`config.mk`:
```
export PLATFORM = sky130hd
export DESIGN_NAME = seg_scan_sched
export DESIGN_NICKNAME = d
export VERILOG_FILES = /design/src/rtl/seg_scan_sched.sv
export SDC_FILE = /design/constraint.sdc
export NUM_CORES = 1
export LEC_CHECK = 0
export BUFFER_PORTS_ARGS = -buffer_cell sky130_fd_sc_hd__buf_2
export CORE_MARGIN = 8
export CORE_UTILIZATION = 55
export DETAILED_ROUTE_END_ITERATION = 10
export PLACE_DENSITY = 0.74
export SYNTH_ARGS = -nofsm -noshare
export SYNTH_HDL_FRONTEND = slang
export SYNTH_SLANG_ARGS = --single-unit
export TNS_END_PERCENT = 100
```
`constraint.sdc`:
```
create_clock -name clk -period 4.05 [get_ports clk]
set_input_delay 0.2025 -clock clk [delete_from_list [all_inputs] [get_ports clk]]
set_output_delay 0.2025 -clock clk [all_outputs]
set_load 0.01 [all_outputs]
```
`src/rtl/seg_scan_sched.sv`:
```
// Multiplexed 8-segment LED scan scheduler with a double-buffered pattern memory.
// Latency: all outputs registered; a committed pattern appears on digit 0 of the next frame.
// Backpressure: wr_ready drops after a commit and rises again with frame_tick.
//
// Ports:
//   clk, reset      - system clock, asynchronous active-low reset
//   wr_valid/ready  - pattern write handshake; wr_addr selects digit, wr_data is the active-low pattern
//   wr_commit       - one-cycle pulse requesting a shadow-to-active swap at the next frame boundary
//   bright          - PWM duty in sixteenths of the show window
//   segout          - registered active-low segment drive (bit7 = dp)
//   scanout         - registered binary digit select
//   frame_tick      - one-cycle pulse on the cycle after the buffer swap
module seg_scan_sched #(
  parameter int DIGITS    = 4,
  parameter int SLOT_CYC  = 65536,
  parameter int BLANK_CYC = 256,
  parameter int CW        = 17
) (
  input  logic       clk,
  input  logic       reset,
  input  logic       wr_valid,
  output logic       wr_ready,
  input  logic [2:0] wr_addr,
  input  logic [7:0] wr_data,
  input  logic       wr_commit,
  input  logic [3:0] bright,
  output logic [7:0] segout,
  output logic [2:0] scanout,
  output logic       frame_tick
);

  localparam logic [0:0]    ST_BLANK   = 1'b0;
  localparam logic [0:0]    ST_SHOW    = 1'b1;
  localparam logic [CW-1:0] BLANK_LAST = CW'(BLANK_CYC - 1);
  localparam logic [CW-1:0] SLOT_LAST  = CW'(SLOT_CYC - 1);
  localparam logic [2:0]    SCAN_LAST  = 3'(DIGITS - 1);
  localparam logic [3:0]    DIGITS_W   = 4'(DIGITS);

  logic [0:0]    state_q, state_d;
  logic [CW-1:0] slot_q, slot_d;
  logic [3:0]    pwm_q, pwm_d;
  logic [3:0]    bright_q, bright_d;
  logic [2:0]    scan_q, scan_d;
  logic [7:0]    seg_q, seg_d;
  logic          pend_q, pend_d;
  logic          tick_q;

  // Sized to the full 3-bit address space so any index is in range;
  // only entries below DIGITS are ever written or displayed.
  logic [7:0]    active_q [8];
  logic [7:0]    shadow_q [8];

  logic slot_end;
  logic frame_end;
  logic swap;
  logic wr_hit;

  assign slot_end  = (state_q == ST_SHOW) && (slot_q == SLOT_LAST);
  assign frame_end = slot_end && (scan_q == SCAN_LAST);
  // Only a commit registered before the boundary cycle triggers the swap.
  assign swap      = frame_end & pend_q;
  assign wr_hit    = wr_valid & ~pend_q & ({1'b0, wr_addr} < DIGITS_W);

  always_comb begin
    state_d  = state_q;
    slot_d   = slot_q;
    pwm_d    = pwm_q;
    bright_d = bright_q;
    scan_d   = scan_q;
    case (state_q)
      ST_BLANK: begin
        slot_d = slot_q + CW'(1);
        if (slot_q == BLANK_LAST) begin
          state_d  = ST_SHOW;
          pwm_d    = 4'd0;
          bright_d = bright;
        end
      end
      default: begin
        pwm_d = pwm_q + 4'd1;
        if (slot_end) begin
          slot_d  = '0;
          state_d = ST_BLANK;
          scan_d  = (scan_q == SCAN_LAST) ? 3'd0 : scan_q + 3'd1;
        end else begin
          slot_d = slot_q + CW'(1);
        end
      end
    endcase

    // Segment drive is computed from next state so segout lines up with state_q.
    // The swap only happens when entering BLANK, so active_q is settled before any SHOW cycle reads it.
    if ((state_d == ST_SHOW) && (pwm_d < bright_d)) begin
      seg_d = active_q[scan_d];
    end else begin
      seg_d = 8'hFF;
    end

    // A commit on the boundary cycle itself is carried into the next frame;
    // a commit while one is already pending is absorbed.
    if (frame_end) begin
      pend_d = ~pend_q & wr_commit;
    end else begin
      pend_d = pend_q | wr_commit;
    end
  end

  always_ff @(posedge clk or negedge reset) begin
    if (!reset) begin
      state_q  <= ST_BLANK;
      slot_q   <= '0;
      pwm_q    <= 4'd0;
      bright_q <= 4'd0;
      scan_q   <= 3'd0;
      seg_q    <= 8'hFF;
      pend_q   <= 1'b0;
      tick_q   <= 1'b0;
      for (int i = 0; i < 8; i++) begin
        active_q[i] <= 8'hFF;
        shadow_q[i] <= 8'hFF;
      end
    end else begin
      state_q  <= state_d;
      slot_q   <= slot_d;
      pwm_q    <= pwm_d;
      bright_q <= bright_d;
      scan_q   <= scan_d;
      seg_q    <= seg_d;
      pend_q   <= pend_d;
      tick_q   <= swap;
      if (wr_hit) begin
        shadow_q[wr_addr] <= wr_data;
      end
      if (swap) begin
        for (int i = 0; i < DIGITS; i++) begin
          active_q[i] <= shadow_q[i];
        end
      end
    end
  end

  assign wr_ready   = ~pend_q;
  assign segout     = seg_q;
  assign scanout    = scan_q;
  assign frame_tick = tick_q;

endmodule
```
### Yosys cells after proc, flatten, opt, wreduce, memory -nomap -nowiden

Index checks and enable logic that the tools add are counted.

| cells by class | value |
|---|---|
| add/subtract/negate cells | 3 |
| order comparisons | 5 |
| eq/ne operators | 3 |
| multiplexer cells | 20 |
| bitwise logic cells | 8 |
| reduce and logical (&&, ||, !) cells | 4 |

Operator list:

| kind | count |
|---|---|
| $bwmux 64 | 1 |
| $mux 17 | 2 |
| $mux 8 | 4 |
| $bmux 8 s3 | 1 |
| $demux 8 s3 | 1 |
| $add 17x1->17 const B | 1 |
| $eq 17x16->1 const B | 1 |
| $eq 17x8->1 const B | 1 |
| $mux 4 | 4 |
| $mux 3 | 3 |
| $ge 4x4->1 const B | 2 |
| $not 3->4 | 2 |
| $add 4x1->4 const B | 1 |
| $and 1x1->1 | 4 |
| $logic_and 1x1->1 | 4 |
| $lt 4x1->1 const B | 1 |
| $lt 4x4->1 | 1 |
| $mux 1 | 4 |
| $add 3x1->3 const B | 1 |
| $eq 3x2->1 const B | 1 |
| $lt 3x3->1 const B | 1 |
| $not 1->1 | 1 |
| $or 1x1->1 | 1 |

| word-level totals | value |
|---|---|
| flip-flop bits (word level) | 135 |
| input bits | 19 |
| output and inout bits | 13 |
| logic and storage cells | 63 |

### Logic depth before layout (Yosys ltp)

| depth | value |
|---|---|
| word-level depth | 9 |
| gate-level depth with buffers | 11 |
| mapped depth without buffers | 11 |

### Worst setup path before layout

No wires, ideal clock.

| path | value |
|---|---|
| path type | register to register |
| start point | register slot_q[0] |
| end point | register seg_q[0], in the netlist segout[0] |
| setup time | 111 ps |
| data arrival time | 2821 ps |
| data required time | 3939 ps |
| slack | 1118 ps |
| stages on the path, launching flop included | 11 |
| path buffers | 0 |
| clock period less this slack | 2932 ps |
| path through | dfrtp_1 ha_1 nand4_4 or2_4 nor3_4 mux2i_1 ha_1 a21o_1 a21o_1 a2111oi_4 o221ai_1 |

| on the way | value |
|---|---|
| cells in the longest elaborated chain, start to end | 9 |
| elaborated cells on any way between the ends | 19 |
| classes of those cells | order compare: 1; eq/ne: 2; mux: 13; bitwise: 1; reduce/logical: 2 |

RTL lines:

| element | line | RTL |
|---|---|---|
| start: declaration | 40 | `logic [CW-1:0] slot_q, slot_d;` |
| start signal: assignment | 124 | `slot_q <= slot_d;` |
| $eq 17x16->1 | 58 | `assign slot_end = (state_q == ST_SHOW) && (slot_q == SLOT_LAST);` |
| $logic_and 1x1->1 | 58 |  |
| $mux 3 | 81 | `if (slot_end) begin` |
| $mux 3 | 70 | `case (state_q)` |
| $not 3->4 (implied by the code) | 94 | `seg_d = active_q[scan_d];` |
| $bmux 8 s3 | 94 |  |
| $mux 8 (implied by the code) (2 in a row) | 94 |  |
| $mux 8 (*) | 93 | `if ((state_d == ST_SHOW) && (pwm_d < bright_d)) begin` |
| net seg_d[0] | 44 | `logic [7:0] seg_q, seg_d;` |
| end signal: assignment | 128 | `seg_q <= seg_d;` |
| end: declaration | 44 |  |

Mark *: on every way through the listed nets, which the timed path passes. The rest lies on a longest branch. The select of a mux whose other input is x is not followed.
A chain may end at the register's enable or synchronous reset.

### Final worst setup path

| path | value |
|---|---|
| start point | register slot_q[0] |
| end point | register seg_q[3], in the netlist segout[3] |

The elaborated chain is that of the path after synthesis.

==> impl_results.md <==
- Leading post-synthesis cells by cell area: dfstp_2 42%, dfrtp_1 17%, mux2_2 8.8%
- Clk Latency, worst-skew pair: ~360 ps
- FF-to-FF setup slack: about 650 ps
- P per Cell Area: between 300 and 400 nW/um^2
- Non-filler cells, final: 453
- Pre-antenna DRT Iters: 4
- Netlist cell types: between 40 and 50
- Worst slew pin tran: around 990 ps
- Post-Syn Nets: 330
- CTS tree: yes
- Kind of critical path: reg2reg
- Synthesized area: 4470 sq um
- Max_cap viols: 0
- Synth top area share: approximately 42%
- Die Span X: about 110 microns
- DIE AREA: 11300 sq um
- YS warnings: 32
- Vias: roughly 2.6k
- Worst reg-to-reg path cell count: 10
- Post-CTS Setup Bufs: 0
- Area Overhead vs Synth: 9.99%
- Utilization after layout: 61.1%
- FFs w/ async S/R, synth: 100%
- Final setup viols: 0
- Clock Path Buffers: 2
- Crit path max fanout: 8
- Met3 Wirelength: 255 microns
- Nets: between 300 and 400
- CTS Sinks: between 100 and 150
- WP data required: roughly 4300 ps
- Syn Area/Cell: 14.7 sq um
- Crit path from: slot_q[0]
- GRT Util Overall: 15.5%
- Setup crit end kind: flop
- Detailed placer's ending HPWL: around 5400 microns
- Hold buffer count at cts: 0
- Met2 routed WL: 4050 microns
- DR DRC count: 0
- Top FF cell, synth: dfstp_2
- DP Area: 4710 sq um
- Vias per std cell: roughly 5.6
- Max Clock Freq: around 300 MHz
- Post-synth top area cell: dfstp_2
- Post-Syn Instances: 305
- Die extent in y: roughly 110 microns
- Max Slew Vio Count: 0
- Initial antenna violation count: 0
- Root Driver: clkbuf_8
- Routability cong.: ~0.75
- Most frequent cells after synthesis: 72 x dfstp_2, 35 x mux2_2, 32 x mux2_1, 31 x dfrtp_1, 20 x nor2_1
- RR Startpoint: slot_q[0]
- Avg WL per Cell: between 15 and 20 microns
- Post-synth EDFFs: 0
- Pleak: about 2.2 nW
- First-pass GRT wire length: roughly 14000 microns
- Largest net degree at the start of global routing: 83
- Seq cells post-synth: between 100 and 150
- Hold violation count in the final report: 0
- Top-count cell post-synth: dfstp_2
- Initial Util: ~56%
- # rows: 33
- Wl on met1: 3530 microns
- Critical path arrival: ~3600 ps
- Core area: 8050 sq um
- Unrepaired setup endpoints after global routing: no
- Setup TNS: 0 ps
- Cell area after layout: ~4900 sq um
- Clock transition at path regs: ~90 ps
- N_diodes: 0
- Share of cells above drive strength 1: about half
- HP Class: in2async
- Max-slew headroom: about a third
- Post-CTS sizing: 0
- Period utilization: a little over four fifths
- Skew final: 9.71 ps
- Vias in the first global route: ~2.8k
- Top Metal Used: met4
- # port buffers: 31
- Overall Power: roughly 1.7 mW
- DR iter-0 viols: 87
- CTS Buf Count: 9
- Status: finished clean
- H-tree Lvls: 3
- I/O pin total: 32
- Post-route minimum period: approximately 3400 ps
- CP startpoint kind: flop
- Peak supply drop: around 210 uV
- Post-DRT Antenna Nets: 0
- Final Routed Wirelength: 7940 microns
- Post-synthesis sequential area ratio: 59.7%
- Post-Place Cells: about 440
- Gr ovfl total: 0
## sequential cells by signal, summed over array words and instances (netlist names)
register    cells
slot_q         17
pwm_q           4
state_q         1
scanout         3
frame_tick      1
shadow_q       32
bright_q        4
pend_q          1
active_q       32
segout          8
## stage by stage
step                setup slack [ps]  hold WS, ps
global route                     401         61.9
CTS                              596         31.9
global placement                 772          422
floorplan                       1120        -93.1
detailed placement               586          434
finish                           648         2.03
## cell usage in the layout (no fill, tap or decap), drive strengths merged, types with 2 or more instances in the layout
cell type and count:
dfstp 72, mux2 69, buf 35, dfrtp 31, nor2 20, mux2i 18
clkbuf 13, nand2 10, xor2 9, nand3 8, xnor2 8, o221ai 8
inv 8, ha 6, nor3 5, nand4 4, a22o 3, a21oi 3
nor4 2, and3 2, a21o 2, clkinvlp 2
## layout make-up
| cell class | instances | area [sq um] |
|---|---|---|
| fillers | 622 | 3140 |
| flip-flops and latches | 103 | 2670 |
| multi-input cells | 187 | 1700 |
| repair buffers | 35 | 188 |
| clock buffers | 13 | 181 |
| well taps | 105 | 131 |
| inverters | 7 | 26.3 |
| clock inverters | 3 | 21.3 |
## worst max-delay path, cell delays in order (launching register included)
cell and delay [ps]:
dfrtp_1 390, ha_1 260, nand4_4 130, or2_4 300
nor3_4 350, mux2i_1 290, ha_1 270, a21o_1 180
a21o_1 200, a2111oi_4 640, o221ai_1 270
## worst paths after layout
kind | to
setup / recovery | segout[3]
hold / removal | slot_q[11]
max in group asynchronous | shadow_q[61]
setup reg to reg | segout[3]
min in group clk | pend_q
hold reg to reg | slot_q[0]
## power by group
part           internal (mW)  leakage (nW)  switching, mW  total [mW]
Clock                  0.300        0.0965          0.339       0.639
Sequential              1.05          1.16        0.00504        1.06
Combinational         0.0160         0.908         0.0289      0.0448
Total                   1.37          2.16          0.373        1.74
## per-layer routing
metal	up-vias	GRT usage (%)
met5	-	0
met4	0	5.13
met3	8	3.69
met2	32	26.6
met1	1345	18.8
li1	1166	-
## logic make-up after synthesis
group	count (synthesis)	share of synthesized area, %
DFF	103	59.7
muxes	87	21.6
and+or+nand+nor	58	7.42
AOI/OAI and AO/OA	19	3.92
xor gates and xnor gates	17	3.33
buffers and inverters	15	2.38
adders and majority gates	6	1.68
No activity file was read; power rests on OpenSTA's default activity.
